## src/rtl/xswitch_cfg_ctrl.sv

```systemverilog
// xswitch_cfg_ctrl: sequences a switch reconfiguration.
// Holds traffic, waits for every port FIFO to drain, writes the priority
// register once, then writes one port-table entry per port. A drain that
// never completes aborts to ERR without touching the switch configuration.
//
// Host protocol: cfg_start is a single-cycle request pulse. It is sampled
// only in IDLE, where it captures cfg_prio/cfg_addr/cfg_en into the shadow
// registers. While cfg_busy is high, cfg_start is ignored. Each accepted
// request ends with exactly one cfg_done or cfg_err pulse, unless a reset
// aborts it first.
//
// All outputs are registered. They are computed from the next state, so
// each output lines up with the state it belongs to.
module xswitch_cfg_ctrl #(
  parameter int NPORTS    = 4,
  parameter int DRAIN_MAX = 255
) (
  input  logic                   clk,
  input  logic                   reset,
  input  logic                   cfg_start,
  input  logic [7:0]             cfg_prio,
  input  logic [16*NPORTS-1:0]   cfg_addr,
  input  logic [NPORTS-1:0]      cfg_en,
  input  logic [NPORTS-1:0]      fifo_empty,
  output logic                   cfg_busy,
  output logic                   cfg_done,
  output logic                   cfg_err,
  output logic                   hold,
  output logic [7:0]             prio_val,
  output logic                   prio_wr,
  output logic [1:0]             port_sel,
  output logic [15:0]            port_addr,
  output logic                   port_en,
  output logic                   port_wr,
  output logic [2:0]             state_dbg
);

  localparam int IW = (NPORTS > 1) ? $clog2(NPORTS) : 1;

  typedef enum logic [2:0] {
    S_IDLE  = 3'd0,
    S_DRAIN = 3'd1,
    S_PRIO  = 3'd2,
    S_PORT  = 3'd3,
    S_DONE  = 3'd4,
    S_ERR   = 3'd5
  } state_t;

  state_t                state, state_d;
  logic [7:0]            drain_cnt, drain_cnt_d;
  logic [IW-1:0]         idx, idx_d;
  logic [7:0]            sh_prio, sh_prio_d;
  logic [16*NPORTS-1:0]  sh_addr, sh_addr_d;
  logic [NPORTS-1:0]     sh_en, sh_en_d;

  logic                  busy_d, done_d, err_d, hold_d, prio_wr_d;
  logic                  port_en_d, port_wr_d;
  logic [7:0]            prio_val_d;
  logic [1:0]            port_sel_d;
  logic [15:0]           port_addr_d;
  logic                  all_empty;

  assign all_empty = &fifo_empty;

  // Next-state logic, plus the registered outputs derived from the next state.
  always_comb begin
    state_d     = state;
    drain_cnt_d = drain_cnt;
    idx_d       = idx;
    sh_prio_d   = sh_prio;
    sh_addr_d   = sh_addr;
    sh_en_d     = sh_en;

    case (state)
      S_IDLE: begin
        if (cfg_start) begin
          sh_prio_d   = cfg_prio;
          sh_addr_d   = cfg_addr;
          sh_en_d     = cfg_en;
          drain_cnt_d = 8'd0;
          state_d     = S_DRAIN;
        end
      end
      S_DRAIN: begin
        // All-empty is tested first, so it wins over the timeout.
        if (all_empty) begin
          state_d     = S_PRIO;
          drain_cnt_d = 8'd0;
        end else if (drain_cnt == 8'(DRAIN_MAX)) begin
          state_d     = S_ERR;
          drain_cnt_d = 8'd0;
        end else begin
          drain_cnt_d = drain_cnt + 8'd1;
        end
      end
      S_PRIO: begin
        state_d = S_PORT;
        idx_d   = '0;
      end
      S_PORT: begin
        if (idx == IW'(NPORTS - 1)) begin
          state_d = S_DONE;
          idx_d   = '0;
        end else begin
          idx_d = idx + IW'(1);
        end
      end
      S_DONE:  state_d = S_IDLE;
      S_ERR:   state_d = S_IDLE;
      default: state_d = S_IDLE;
    endcase

    busy_d      = (state_d != S_IDLE);
    hold_d      = (state_d == S_DRAIN) || (state_d == S_PRIO) ||
                  (state_d == S_PORT)  || (state_d == S_DONE);
    done_d      = (state_d == S_DONE);
    err_d       = (state_d == S_ERR);
    prio_wr_d   = (state_d == S_PRIO);
    prio_val_d  = (state_d == S_PRIO) ? sh_prio : 8'd0;
    port_wr_d   = (state_d == S_PORT);
    port_sel_d  = 2'd0;
    port_addr_d = 16'd0;
    port_en_d   = 1'b0;
    if (state_d == S_PORT) begin
      port_sel_d  = 2'(idx_d);
      port_addr_d = sh_addr[{idx_d, 4'b0000} +: 16];
      port_en_d   = sh_en[idx_d];
    end
  end

  // State, counters, shadows and output registers; reset clears everything.
  always_ff @(posedge clk or negedge reset) begin
    if (!reset) begin
      state     <= S_IDLE;
      drain_cnt <= 8'd0;
      idx       <= '0;
      sh_prio   <= 8'd0;
      sh_addr   <= '0;
      sh_en     <= '0;
      cfg_busy  <= 1'b0;
      cfg_done  <= 1'b0;
      cfg_err   <= 1'b0;
      hold      <= 1'b0;
      prio_val  <= 8'd0;
      prio_wr   <= 1'b0;
      port_sel  <= 2'd0;
      port_addr <= 16'd0;
      port_en   <= 1'b0;
      port_wr   <= 1'b0;
      state_dbg <= 3'd0;
    end else begin
      state     <= state_d;
      drain_cnt <= drain_cnt_d;
      idx       <= idx_d;
      sh_prio   <= sh_prio_d;
      sh_addr   <= sh_addr_d;
      sh_en     <= sh_en_d;
      cfg_busy  <= busy_d;
      cfg_done  <= done_d;
      cfg_err   <= err_d;
      hold      <= hold_d;
      prio_val  <= prio_val_d;
      prio_wr   <= prio_wr_d;
      port_sel  <= port_sel_d;
      port_addr <= port_addr_d;
      port_en   <= port_en_d;
      port_wr   <= port_wr_d;
      state_dbg <= state_d;
    end
  end

endmodule

```

## config.mk

```make
export PLATFORM = sky130hd
export DESIGN_NAME = xswitch_cfg_ctrl
export DESIGN_NICKNAME = d
export VERILOG_FILES = /design/src/rtl/xswitch_cfg_ctrl.sv
export SDC_FILE = /design/constraint.sdc
export NUM_CORES = 1
export LEC_CHECK = 0
export CAP_MARGIN = 30
export CORE_ASPECT_RATIO = 1.2
export CORE_UTILIZATION = 53
export DETAILED_ROUTE_END_ITERATION = 12
export PLACE_DENSITY = 0.89
export SLEW_MARGIN = 20
export SYNTH_ARGS = -nofsm -noshare
export SYNTH_HDL_FRONTEND = slang
export SYNTH_SLANG_ARGS = --single-unit
```

## constraint.sdc

```tcl
create_clock -name clk -period 5.3 [get_ports clk]
set_input_delay 1.06 -clock clk [delete_from_list [all_inputs] [get_ports clk]]
set_output_delay 1.06 -clock clk [all_outputs]
set_load 0.01 [all_outputs]
```

[Word-level counts from Yosys, hierarchy flattened]
Cells that the tools add are included.
Cells by class
  add/sub/neg operators: 2
  multiplexer cells: 17
  reduce and logical (&&, ||, !) cells: 9
  eq/ne operators: 11
  $lt $le $gt $ge: 1
  shift-type cells: 1
Operators by type and width (count)
  $shiftx A64 B7 Y16: 1
  $mux W8: 4
  $mux W16: 1
  $pmux W8 S2: 1
  $eq A3 B2 Y1 const B: 4
  $mux W3: 4
  $pmux W3 S4: 1
  $add A8 B1 Y8 const B: 1
  $eq A8 B8 Y1 const B: 1
  $eq A3 B1 Y1 const B: 2
  $eq A3 B3 Y1 const B: 2
  $mux W2: 2
  $pmux W2 S2: 1
  $reduce_and A2 Y1: 2
  $reduce_and A4 Y1: 1
  $logic_not A3 Y1: 1
  $logic_or A1 B1 Y1: 3
  $lt A2 B3 Y1 const B: 1
  $reduce_bool A3 Y1: 1
  $add A2 B1 Y2 const B: 1
  $bmux W1 S2: 1
  $eq A2 B2 Y1 const B: 1
  $mux W1: 2
  $ne A2 B2 Y1 const B: 1
  $reduce_bool A2 Y1: 1
Word-level totals
  input bits: 83
  word-level logic and storage cells: 57
  bits in registers: 122
  output and inout port bits: 36

[Depth between registers and ports, before layout]
  word-level depth: 8
  mapped depth: 7
  depth with buffers taken out: 5

[Worst setup path before layout]
OpenSTA, ideal clock, no wires.
  path kind: input-to-reg
  from: input cfg_start
  to: register sh_addr[25]
  setup time: 125 ps
  data arrival time: 1989 ps
  cell stages on the path: 4
  buffers on the path: 2
  setup slack: 3186 ps
  path through: nor4b_4 -> buf_4 -> buf_4 -> mux2_2
On the way
  longest elaborated chain between the ends: 1
Ends and longest elaborated chain
  start, declared: line 20  | input logic cfg_start,
  $reduce_and A2 Y1 (no line)
  end signal, assigned: line 156  | sh_addr <= sh_addr_d;
  end, declared: line 53  | logic [16*NPORTS-1:0] sh_addr, sh_addr_d;
Every way passes these cells.
A chain may end at the register's enable or synchronous reset.

[Worst setup path after layout]
  from: input cfg_start
  to: register sh_addr[34]
The elaborated chain is that of the path after synthesis.

==> flow_metrics.py <==
metrics = {
    "logic_synthesis": {
        "synth-edff-count": 0,
        "yosys.area.top_type": "dfrtp_1",
        "yosysWarnings": 0,
        "synth-async-reset-ratio": 1.00,
        "ys_types": 38,
        "synth_seq_cells": 122,
        "syn_area_per_cell_um2": 14.5,
        "syn_area_um2": 4950,
        "netlist_instances": 341,
        "yosys-top-cells-area": "dfrtp_1 62%, mux2_2 17%, mux2i_1 6.9%",
        "yosysTopAreaCellShare": 0.616,
        "yosysSeqAreaShare": 0.616,
        "synth_nets": 426,
        "ys.flop_type": "dfrtp_1",
    },
    "floorplanning": {
        "die_h_um": 108,
        "std_cell_rows": 38,
        "ios": 119,
        "dieArea_um2": 9740,
        "die-width_um": 90.2,
        "core_um2": 9080,
        "start_util": 0.545,
    },
    "final_layout": {
        "areaGrowthSynthToFinish_pct": 36.1,
        "final_layout_size_suffix_gt1_frac": 0.238,
        "insertedDiodeCount": 0,
        "fin_nets": 552,
    },
    "global_routing": {
        "grt_pass1_wl_um": 17200,
        "grt_pass1_vias": 3547,
        "grt.overflow.total": 0,
        "track_usage": 0.237,
        "grt_antenna_before_repair": 0,
        "grt_max_degree": 55,
    },
    "clock_network": {
        "cts_sinks": 122,
        "cts_hold_buf": 0,
        "root_buffer": "clkbuf_8",
        "clock_latency_ns": 0.51,
        "postCtsSetupBuffers": 0,
        "clkTransAtPathRegs_ns": 0.05,
        "cts_tree": "yes",
        "clockBufferDepth": 2,
        "cts_resized": 0,
        "cts_buffers": 17,
        "cts_max_level": 4,
    },
    "sta": {
        "maxSlewHeadroom": 0.392,
        "setup_violations": 0,
        "slew_viol_final": 0,
        "fin_skew_ns": 0.00726,
        "min_period_ns": 2.99,
        "tns_ns": 0,
        "rsz0062_at_grt": "no",
        "finalHoldViolCount": 0,
        "worstMarginPinSlew_ns": 0.908,
        "setup_ws_ns": 2.31,
        "min_period_over_period": 0.564,
        "fmax_ghz": 0.334,
    },
    "power_and_ir_drop": {
        "p_leak_nw": 3.05,
        "peakVddDrop_mv": 0.329,
        "powerDensity_nw_per_um2": 555,
    },
    "place": {
        "dp_hpwl_um": 7090,
        "gp_congestion": 0.782,
        "pre_cts_ws_ns": 1.82,
        "portBuffers": 118,
    },
    "setup_path": {
        "worstPathCellList": "clkdlybuf4s50_1, nor4b_4, buf_4, mux2_2",
        "cp_data_arrival_time_ns": 3.38,
        "crit_path_max_incr_delay_ns": 0.77,
        "cp_slowest_cell": "nor4b_4",
        "crit_type": "in -> reg",
        "end_kind": "flop",
        "critPathRequiredTime_ns": 5.69,
        "rrSetupSlack_ns": 2.80,
        "crit_path_max_fanout": 42,
        "crit_path_start_kind": "input pin",
    },
    "detailed_routing": {
        "drt-total-wl_um": 10900,
        "viasPerCell": 5.47,
        "drtPass1Iterations": 4,
        "drt-initial-drc-count": 167,
        "avgRoutedWirePerCell_um": 18.1,
        "via_count": 3282,
        "drc_errors": 0,
        "antenna_left": 0,
    },
    "outcome": {
        "outcome": "finished, final reports clean",
    },
    "run": {
        "cap_viol_max_count": 0,
    },
    "min_path": {
        "holdCritPathClass": "reg -> reg",
    },
}
==> registers in the layout, indices dropped and copies added (netlist names) <==
name	cells
state	3
port_addr	16
sh_en	4
cfg_err	1
idx	2
cfg_done	1
port_en	1
sh_prio	8
drain_cnt	8
port_sel	2
port_wr	1
sh_addr	64
cfg_busy	1
prio_val	8
hold	1
prio_wr	1
==> path summary, 6_finish.rpt <==
path | to | start | cells after the start
max in group asynchronous | drain_cnt[2] | reset | 2
min in group asynchronous | port_en | reset | 1
worst min register to register | prio_val[5] | sh_prio[5] | 1
worst max register to register | sh_addr[34] | state[0] | 3
worst min-delay path | prio_val[5] | sh_prio[5] | 1
worst max-delay path | sh_addr[34] | cfg_start | 4
==> layout by cell type (no fill, tap or decap), types with 2 or more instances in the layout <==
| cell | count |
|---|---|
| clkbuf_16 | 16 |
| buf_4 | 5 |
| inv_1 | 7 |
| clkbuf_1 | 4 |
| nand3_1 | 4 |
| o21ai_0 | 8 |
| mux2_2 | 74 |
| mux2_1 | 2 |
| clkinv_2 | 7 |
| o22ai_1 | 17 |
| and2_1 | 9 |
| nor3_1 | 2 |
| nor2_1 | 6 |
| or2_2 | 2 |
| and3_1 | 3 |
| a31oi_1 | 3 |
| clkbuf_8 | 3 |
| or3_1 | 4 |
| nand4_1 | 4 |
| ha_1 | 2 |
| a21oi_1 | 2 |
| dfrtp_1 | 122 |
| nand2_1 | 7 |
| clkdlybuf4s50_1 | 117 |
| mux2i_1 | 34 |
==> cell usage after synthesis (all sizes together) (4+ instances only) <==
cell and count:
and2 9, buf 14, dfrtp 122, inv 7
mux2 76, mux2i 34, nand2 7, nand3 4
nand4 4, nor2 6, o21ai 9, o22ai 17
or3 4
==> worst max-delay path, delay by kind of cell <==
kind                   cells  cell delay, ns
AND/OR/NAND/NOR            1            0.77
buffers and inverters      2            1.12
multiplexers               1            0.41
==> where the power goes <==
group          internal [mW]  total, mW  switching [mW]  leakage (nW)
Combinational          0.672       1.21           0.534          1.28
Sequential              1.31       1.52           0.210          1.51
Clock                  0.639       1.01           0.374         0.265
Total                   2.62       3.74            1.12          3.05
==> routing by layer <==
layer | up-vias | wire [um] | part of all wire | GRT usage
li1 | 1474 | - | - | -
met1 | 1658 | 4050 | 0.37 | 0.246
met2 | 120 | 5840 | 0.54 | 0.430
met3 | 30 | 610 | 0.056 | 0.0727
met4 | 0 | 378 | 0.035 | 0.129
met5 | - | 0 | 0 | 0
==> cell families (layout without fill, tap and decap cells) <==
logic type,count (synthesis),after routing,synth area share
xor+xnor,1,1,0.00177
simple gates,48,48,0.0596
fa+ha+maj,2,2,0.00505
mux,110,110,0.242
flops,122,122,0.616
buf+inv,23,162,0.0323
compound gates,35,35,0.0432
==> cell type report <==
| type | count | area (um2) |
|---|---|---|
| clock buffers | 23 | 457 |
| clock inverters | 9 | 72.6 |
| fillers | 572 | 2340 |
| inverters | 7 | 26.3 |
| multi-input cells | 196 | 1750 |
| flip-flops and latches | 122 | 3050 |
| well taps | 120 | 150 |
| repair buffers | 123 | 1240 |
==> stage by stage <==
stage | power, mW | util | cell area, um2 | hold WS, ns | cells
finish | 3.74 | 0.742 | 6740 | 0.473 | 600
global route | 3.95 | 0.742 | 6740 | 0.491 | 600
CTS | 3.77 | 0.742 | 6740 | 0.472 | 600
detailed placement | 2.72 | 0.684 | 6210 | 0.465 | 568
global placement | 2.64 | 0.681 | 6180 | 0.456 | 567
floorplan | 2.37 | - | 4950 | 0.449 | 341
(Power assumes the default switching activity.)
==> RTL change 1: new RTL, same flow settings <==
Change the parameter `NPORTS` from 4 to 8.
--- a/src/rtl/xswitch_cfg_ctrl.sv
+++ b/src/rtl/xswitch_cfg_ctrl.sv
@@ -13,5 +13,5 @@
 // each output lines up with the state it belongs to.
 module xswitch_cfg_ctrl #(
-  parameter int NPORTS    = 4,
+  parameter int NPORTS    = 8,
   parameter int DRAIN_MAX = 255
 ) (
Ports: changed (resized cfg_addr, cfg_en and fifo_empty); port bits go from 119 to 191. No check against the original RTL was run, so the function may have changed too.
==> RTL change 1 against the unedited design <==
Synthesized area is 73% higher; critical endpoint is now drain_cnt[3]; final cell count is 82% higher; worst setup slack better by 51 ps; total power is 56% higher; routed wire length is 96% higher; synthesized cell count is 100% higher; sequential share of layout area is 2.7 points lower; die area is 71% higher; sequential cell count is 69 higher; design area is 66% higher; largest cell class unchanged.
==> RTL change 1: results (changes against the unedited design) <==
* # fillers at 1,092 (+91%)
* Routed length on met3 at 872 µm (+43%)
* Layout Nets at 1,030 (+87%)
* Slowest cell on crit path: buf_4
* Initial DRC Count at 447 (+170%)
* Post-synthesis register bit count at 191 (+57%)
* Max stage delay on crit path at 680 ps (-90 ps)
* Met2 GRT Util at 45.7% (+2.7 points)
* Vias in the first global route at 6,411 (+81%)
* GRT met1 Usage at 33.2% (+8.6 points)
* GRT Total Usage at 26.7% (+2.9 points)
* Xor and xnor fraction of the mapped netlist area at 0.102% (-0.075 points)
* Critical Path Fanout Max at 63 (+50%)
* Detail Placement HPWL at 14,500 µm (+110%)
* Worst R2R Path Depth at 6 (+3)
* R2r setup slk at 2460 ps (-340 ps)
* Switching Share at 32.6% (+2.6 points)
* Clock-pin transition on the worst setup and hold timing paths at 70 ps (+20 ps)
* Synth Area in Adders at 0.439% (-0.067 points)
* RePlAce Congestion at 0.791 (+1.2%)
* Worst-margin pin slew at 905 ps (-3.50 ps)
* GR Layer Usage met3 at 4.25% (-3.0 points)
* First-pass GRT wire length at 33,900 µm (+97%)
* Worst hold slack at 478 ps (+4.67 ps)
* Max Fclk at 0.340 GHz (+1.7%)
* Synth cell count leaders: dfrtp_1, mux2_2, nand2_1
* Seq/total area at 42.6% (-2.7 points)
* Buffers on Ports at 190 (+61%)
* Maximum vdd drop at 0.303 mV (-7.8%)
* Area after DPL at 0.0106 mm² (+71%)
* Largest net degree at the start of global routing at 102 (+85%)
* Comb_multi_in at 453 (+130%)
* Reg2Reg Launch Point: idx[0]
* Final Skew at 9.38 ps (+2.12 ps)
* Syn nets at 856 (+100%)
* Cells on Worst Hold Path at 2 (+1)
* WL/cell at 19.5 µm (+7.4%)
* FF-to-FF End: port_addr[9]
* Library cells used by synthesis at 39 (+2.6%)
* Layout cell share with drive strength beyond 1 at 22.3% (-1.5 points)
* CP endpoint: drain_cnt[3]
* Met2 routed WL at 11,100 µm (+90%)
* Sequential area share after synthesis at 55.9% (-5.8 points)
* DR vias/cell at 5.77 (+5.4%)
* Clock Network Area Fraction at 5.30% (-2.6 points)
* Outcome: complete, no violations
* Clk Tree Root Cell: clkbuf_16
* Dominant cells by area after synthesis: dfrtp_1, mux2_2, mux2i_1, nand2_1, a21oi_1
* Signal buf overhead at 18.1% (-0.27 points)
* Worst skew pair latency at 430 ps (-80 ps)
-- RTL change 1: cell types whose count changed in the layout (fill, tap and decap cells not counted), sizes merged, moves of 17 or more --
| cell | delta |
|---|---|
| dfrtp | +69 |
| a21oi | +32 |
| o22ai | -17 |
| nand2 | +82 |
| mux2 | +70 |
| clkdlybuf4s50 | +72 |
-- RTL change 1: power groups by stage --
| stage | clock network (µW) | registers [µW] | logic [µW] |
|---|---|---|---|
| after floorplan | 0 | 2420 | 1460 |
| after global placement | 0 | 2470 | 1930 |
| after detailed placement | 0 | 2510 | 2020 |
| after CTS | 1300 | 2500 | 2040 |
| after global routing | 1370 | 2580 | 2200 |
| final | 1290 | 2510 | 2030 |
-- RTL change 1: per-stage QoR --
step	std cells	utilization (%)
floorplan	698	-
global placement	1059	67.4
detailed placement	1060	67.6
CTS	1092	71.4
global route	1093	71.4
finish	1094	71.5
==> RTL change 2: new RTL, config.mk and constraints unchanged <==
Without the edit above. Make the reset (`reset`) synchronous in one clocked block.
--- a/src/rtl/xswitch_cfg_ctrl.sv
+++ b/src/rtl/xswitch_cfg_ctrl.sv
@@ -130,5 +130,5 @@
 
   // State, counters, shadows and output registers; reset clears everything.
-  always_ff @(posedge clk or negedge reset) begin
+  always_ff @(posedge clk) begin
     if (!reset) begin
       state     <= S_IDLE;
Formal check against the unedited RTL: differs if reset is asserted again (counterexample within 4 cycles, from zero or initial values and one cycle with reset low); with reset held inactive, the same outputs for 10 cycles.
==> RTL change 2 against the unedited design <==
Design area decreased by 2.7%; synthesized area is 2.1% lower; critical endpoint is now sh_addr[24]; register-to-register slack better by 50 ps; routed wire length up 8.9%; core utilization increased by 1.1 points; synthesized cell count increased by 53%; non-clock buffer count is 1 lower; sequential cell count did not move; final cell count increased by 26%; worst setup slack better by 110 ps.
Power is not compared: it rests on default switching activity, and its combinational part moved more than twofold at a synthesized area within 25%.
==> RTL change 2: results (changes against the unedited design) <==
* Sequential area share after synthesis at 50.4% (-11 points)
* GRT Total Usage at 26.2% (+2.4 points)
* Worst R2R Path Depth at 5 (+2)
* Slowest cell on crit path: nand3b_1
* First-pass GRT wire length at 19,000 µm (+11%)
* Vias in the first global route at 4,104 (+16%)
* Largest net degree at the start of global routing at 78 (+42%)
* Yosys top cell area share at 50.4% (-11 points)
* Max stage delay on crit path at 730 ps (-40 ps)
* R2r setup slk at 2850 ps (+50 ps)
* Outcome: complete, no violations
* Layout cell share with drive strength beyond 1 at 7.52% (-16 points)
* Reg2Reg Launch Point: state[2]
* FF-to-FF End: sh_addr[24]
* RePlAce Congestion at 0.790 (+0.95%)
* Drt first pass iters at 5 (+1)
* # fillers at 614 (+7.3%)
* Prevailing post-synth register cell: dfxtp_1
* Post-placement setup slack at 1980 ps (+164 ps)
* Hold EP: sh_prio[6]
* Hold Crit Start: sh_prio[6]
* WL/cell at 15.7 µm (-13%)
* Slew margin rel. at 39.8% (+0.56 points)
* Detail Placement HPWL at 7400 µm (+4.4%)
* DR vias/cell at 5.48 (+0.17%)
* Layout Nets at 710 (+29%)
* Cells on Worst Hold Path at 2 (+1)
* Dominant cells by area after synthesis: dfxtp_1, nand2_1, mux2i_1, a21boi_0, a21boi_1
* CP Data Arrival Time at 3290 ps (-90 ps)
* Async SR Flop Fraction at 0% (-100 points)
* Critical Path Fanout Max at 53 (+26%)
[RTL change 2: cell count changes in the layout (fill, tap and decap cells not counted), moves of 32 or more]
cell / before / now
mux2_2: 74 / 0
a21boi_1: 0 / 32
dfrtp_1: 122 / 0
nand2_1: 7 / 160
dfxtp_1: 0 / 122
a21boi_0: 0 / 45
[RTL change 2: worst min-delay path, cell delays in order (launching register included)]
cell,delay (ps)
dfxtp_1,300
nand2_1,40
a21boi_0,60
[RTL change 2: worst max path at each step]
stage | end | slack, ps | cells past startpoint
floorplan | drain_cnt[6] | 3330 | 5
global placement | sh_addr[24] | 2110 | 5
detailed placement | sh_addr[5] | 1980 | 5
CTS | sh_addr[24] | 2410 | 5
global route | sh_addr[24] | 2290 | 5
finish | sh_addr[24] | 2420 | 5
[RTL change 2: cells by family after synthesis]
| group | count (synthesis) | synth area share [%] |
|---|---|---|
| and+or+nand+nor | 211 | 20.1 |
| DFF | 122 | 50.4 |
| AOI/OAI and AO/OA | 109 | 16.3 |
| buffers and inverters | 39 | 4.98 |
| muxes | 34 | 7.02 |
| xor gates and xnor gates | 4 | 0.723 |
| adders and majority gates | 2 | 0.516 |
[RTL change 2: per-stage QoR]
stage               instances  power [µW]  hold slack, ps  instance area, µm²
floorplan                 521        1110             434                4850
global placement          723        1190             440                5970
global route              755        2370             471                6560
detailed placement        723        1200             446                5970
CTS                       755        2300             460                6560
finish                    755        2290             458                6560
[RTL change 2: layout make-up]
type                            instances  share of cell area, %
Inverter                                2                  0.114
Timing Repair Buffer                  122                   18.4
Sequential cell                       122                   37.2
Clock inverter                         13                   2.17
Multi-Input combinational cell        360                   33.1
Tap cell                              117                   2.23
Clock buffer                           19                   6.73
[RTL change 2: power groups by stage]
stage	sequential [µW]	combinational [µW]	clock, µW
2_1_floorplan	996	111	0
5_1_grt	988	218	1160
3_5_place_dp	1000	195	0
3_3_place_gp	999	188	0
4_1_cts	984	199	1110
6_report	985	198	1110
[RTL change 2: layer usage]
layer	routed length, µm	share of wire [%]	up-vias	track usage (%)
met2	6230	53	155	44.7
li1	-	-	1969	-
met1	4750	40	1990	31.1
met3	675	5.7	23	6.47
met4	200	1.7	0	10.4
met5	0	0	-	0
